$ cat src/rtl/mips_fetch_stage.sv
// mips_fetch_stage: MIPS IF stage with PC/nPC delay-slot sequencing, stall, held redirect, IF/ID flush and misalignment fault
// Ports: clk, reset (async active-low); stall freezes PC/nPC/IF-ID; redirect/redirect_target load nPC;
// flush squashes IF/ID; imem_data/imem_addr talk to a combinational ROM; pc/npc current and next fetch PC;
// ifid_instr/ifid_pc/ifid_valid form the IF/ID register; redirect_pending shows a held redirect; fetch_fault is sticky.
module mips_fetch_stage #(
  parameter int ADDR_W = 32,
  parameter logic [ADDR_W-1:0] RESET_PC = '0,
  parameter int IMEM_AW = 9,
  parameter logic [31:0] NOP_WORD = 32'h0000_0000
) (
  input  logic clk,
  input  logic reset,
  input  logic stall,
  input  logic redirect,
  input  logic [ADDR_W-1:0] redirect_target,
  input  logic flush,
  input  logic [31:0] imem_data,
  output logic [IMEM_AW-1:0] imem_addr,
  output logic [ADDR_W-1:0] pc,
  output logic [ADDR_W-1:0] npc,
  output logic [31:0] ifid_instr,
  output logic [ADDR_W-1:0] ifid_pc,
  output logic ifid_valid,
  output logic redirect_pending,
  output logic fetch_fault
);
  typedef enum logic {RUN, HOLD} state_t;
  state_t state;
  logic [ADDR_W-1:0] pend_target, seq;
  logic misal;
  assign imem_addr = pc[IMEM_AW-1:0];
  assign seq = npc + ADDR_W'(4);
  assign misal = |pc[1:0];
  assign redirect_pending = state == HOLD;
  always_ff @(posedge clk or negedge reset) begin
    if (!reset) begin
      state <= RUN;
      pc <= RESET_PC;
      npc <= RESET_PC + ADDR_W'(4);
      pend_target <= '0;
      ifid_instr <= NOP_WORD;
      ifid_pc <= '0;
      ifid_valid <= 1'b0;
      fetch_fault <= 1'b0;
    end else begin
      if (!stall) begin
        pc <= npc;
        // a redirect arriving on the release cycle is newer than the held one
        npc <= redirect ? redirect_target : (state == HOLD ? pend_target : seq);
        state <= RUN;
        ifid_instr <= misal ? NOP_WORD : imem_data;
        ifid_pc <= pc;
        ifid_valid <= !misal;
        if (misal) fetch_fault <= 1'b1;
      end else if (redirect) begin
        pend_target <= redirect_target;
        state <= HOLD;
      end
      // flush wins over both stall and a normal load, but only for IF/ID
      if (flush) begin
        ifid_instr <= NOP_WORD;
        ifid_pc <= pc;
        ifid_valid <= 1'b0;
      end
    end
  end
endmodule

$ cat config.mk
export PLATFORM = sky130hd
export DESIGN_NAME = mips_fetch_stage
export DESIGN_NICKNAME = d
export VERILOG_FILES = /design/src/rtl/mips_fetch_stage.sv
export SDC_FILE = /design/constraint.sdc
export NUM_CORES = 1
export LEC_CHECK = 0
export CORE_UTILIZATION = 48
export CTS_CLUSTER_DIAMETER = 100
export CTS_CLUSTER_SIZE = 25
export DETAILED_ROUTE_END_ITERATION = 10
export GPL_TIMING_DRIVEN = 0
export PLACE_DENSITY = 0.81
export REMOVE_ABC_BUFFERS = 1
export SETUP_SLACK_MARGIN = 0.4
export SLEW_MARGIN = 20
export SYNTH_ARGS = -nofsm -noshare
export SYNTH_HDL_FRONTEND = slang
export SYNTH_SLANG_ARGS = --single-unit
$ cat constraint.sdc
create_clock -name clk -period 2.6 [get_ports clk]
set_clock_uncertainty 0.1 [all_clocks]
set_input_delay 0.52 -clock clk [delete_from_list [all_inputs] [get_ports clk]]
set_output_delay 0.52 -clock clk [all_outputs]
set_load 0.01 [all_outputs]
==> results by group <==
Clock network
  – Sink Count: between 150 and 200
  – TritonCTS buffer count: 17
  – Clock root cell: clkbuf_16
  – Clock latency on the worst-skew pair: 430 ps
  – TritonCTS clock tree: done
  – Maximum clock path buffer count: 2
  – CTS H-tree lvls: 4
  – CTS Hold Buffers Added: 0
  – CTS clk-pin slew, worst paths: 60 ps

Power
  – Worst IR drop on VDD: 0.4392 mV
  – Leakage: 4.269 nW
  – Power, Total: about 7.7 mW
  – PwrDens: about 760 mW/mm^2

Timing
  – Slew Limit Fails: 0
  – Slew of the pin with the lowest slew margin: approximately 750 ps
  – Min Tclk post-route: between 2000 and 2500 ps
  – Hold WS: -39.21 ps
  – Crit share post-route: 83.97%
  – Max-slew headroom: around 50%
  – FMAX: 0.4580 GHz
  – RSZ-0062 raised after global routing: true
  – Fin. Hold Viols: 25
  – Final setup fails: 0

Routing
  – Via density: approximately 5.7
  – Vias: 5701
  – Post-DRT Antenna Nets: 0
  – Total Wirelength: 19410 um
  – Remaining DRCs: 0
  – DRT Pass-1 Iters: 4
  – Initial drt markers: 422
  – Routed wire per std cell: slightly below 20 um

Synthesis
  – Yosys reg bits: around 160
  – Number of flops mapped to enable cells by yosys: 0
  – Ys flop type: dfrtp_1
  – Post-synth top area share: 57.09%
  – Mean post-synth cell area: roughly 12 um^2
  – Post-Syn Area: 0.007101 mm^2
  – Distinct cells, synth: 52
  – Cells after synthesis: 594
  – Post-synth ARST share: 100.0%
  – Yosys warns: 0
  – Count leader, synth: dfrtp_1
  – Seq/Total Area, Yosys: between 50% and 60%
  – Synth area leaders: dfrtp_1, mux2_2, a22o_1, o21ai_0, nand2_1
  – Cell type with the largest total area after synthesis: dfrtp_1
  – Post-synth top cells: dfrtp_1, mux2_2, o21ai_0

Global routing
  – Antenna violations before repair: 0
  – Largest net degree at the start of global routing: between 80 and 90
  – Global-route wire length before repair: between 20000 and 30000 um
  – Vias in the first global route: between 5000 and 6000
  – GRT Total Usage: 25.55%
  – Total congestion overflow: 0

Final layout
  – Post-Route Utilization: ~70%
  – Area Overhead vs Synth: 43.65%
  – Antenna fix cells: 0
  – Layout Cells excl Fill: 992
  – Filler Cells Inserted: approximately 1000
  – Nets: roughly 870
  – Fraction of layout cells with a size suffix above 1: a little over a fifth

Floorplanning
  – Total core area: around 0.014 mm^2
  – Die X: 123.6 um
  – Die Y-Extent: approximately 120 um
  – Initial core utilization: about half
  – Num rows: 44
  – I/O pins: approximately 210
  – DIE AREA: roughly 0.015 mm^2

Critical path
  – Slowest library cell on the worst path: clkdlybuf4s50_1
  – Worst EP arrival: about 1600 ps
  – Critical path's top delay family: buffers and inverters
  – Worst-path cell chain: clkdlybuf4s50_1
  – Critical Path Sink Type: output pin
  – CP required: a little under 2000 ps
  – Critical path buffers and inverters: 1
  – CP Launch Type: register
  – Critical path type: reg -> out
  – Worst-path fanout max: 6
  – CP peak stage delay: approximately 610 ps

Job
  – Max cap viols: 0

Outcome
  – Failing checks: negative hold slack
  – Outcome: finished with violations

Placement
  – RePlAce Congestion: around 0.76
  – Hpwl dp: between 10000 and 15000 um
  – Number of placed cells counting well taps: between 900 and 1000
  – Port bufs: roughly 210

Min path
  – Hold WC Path Type: in -> async
[routing by layer]
metal  up-vias  wire length (um)  global-route usage (%)
met4         0               381                   10.17
met3        27              1429                   6.319
met2       206             10090                   45.73
met5         -                 0                       0
met1      2865              7508                   29.08
li1       2603                 -                       -
[worst paths after layout]
| path | cells past startpoint | to | from | slack (ps) |
|---|---|---|---|---|
| max | 1 | npc[16] | npc[16] | 420 |
| min | 1 | pc[3] | reset | -40 |
| max reg2reg | 5 | npc[26] | npc[8] | 500 |
| min reg2reg | 1 | ifid_valid | ifid_valid | 380 |
| max in group asynchronous | 2 | ifid_instr[5] | reset | 1650 |
| min in group clk | 1 | ifid_valid | ifid_valid | 380 |
[final cells by class]
type	count	area (um^2)	share of cell area (%)
Inverter	12	47.55	0.4661
Sequential cell	163	4090	40.10
Timing Repair Buffer	233	2387	23.41
Clock buffer	24	481.7	4.723
Clock inverter	8	148.9	1.460
Tap cell	184	230.2	2.257
Multi-Input combinational cell	368	2814	27.59
[layout by cell type, fill, tap and decap left out, types with 3 or more instances in the layout]
cell	instances
clkdlybuf4s50_1	204
dfrtp_1	154
mux2_2	87
o21ai_0	49
a22o_1	37
nand2_1	32
nor2_1	24
a21oi_1	20
clkbuf_16	17
buf_4	16
a22oi_1	15
a31oi_1	13
inv_1	11
nand4_1	11
nand3_1	8
dfrtp_2	8
a221oi_1	7
and3_1	6
o31a_1	6
nor3_1	5
buf_16	5
o22ai_1	4
bufinv_16	4
clkbuf_1	4
nor3_2	3
mux2i_1	3
clkbuf_8	3
[repair_timing]
action                                  in CTS  in global routing
setup buffers                                9                  6
endpoints found under the setup margin      85                 30
pin swaps                                    3                  3
gates resized for setup                     11                 14
[state kept, by name, summed over array words and instances, names as in the netlist]
| signal | flops |
|---|---|
| ifid_instr | 32 |
| ifid_pc | 32 |
| npc | 32 |
| pc | 32 |
| pend_target | 32 |
| fetch_fault | 1 |
| ifid_valid | 1 |
| redirect_pending | 1 |
[logic make-up (layout without fill, tap and decap cells)]
| group | after synthesis | after routing | synth area share [%] |
|---|---|---|---|
| mux | 90 | 90 | 14.22 |
| compound gates | 164 | 164 | 15.70 |
| simple gates | 113 | 113 | 8.494 |
| fa+ha+maj | 1 | 1 | 0.1762 |
| flops | 163 | 163 | 57.46 |
| buf+inv | 63 | 277 | 3.947 |
[stage by stage]
| step | cell area, um^2 | setup WS (ps) | setup TNS (ps) |
|---|---|---|---|
| 2_1_floorplan | 6865 | -1169 | -71310 |
| 3_3_place_gp | 9178 | -7151 | -1580240 |
| 3_5_place_dp | 9384 | -719.9 | -29760 |
| 4_1_cts | 10120 | 343.6 | 0 |
| 5_1_grt | 10200 | 399.2 | 0 |
| 6_report | 10200 | 416.7 | 0 |
[report_power, final]
part / internal [mW] / switching [mW] / leakage (nW)
sequential: 2.93 / 0.356 / 2.02
clock: 1.69 / 1.00 / 0.301
combinational: 1.04 / 0.716 / 1.95
Power figures use the tool's default switching activity.
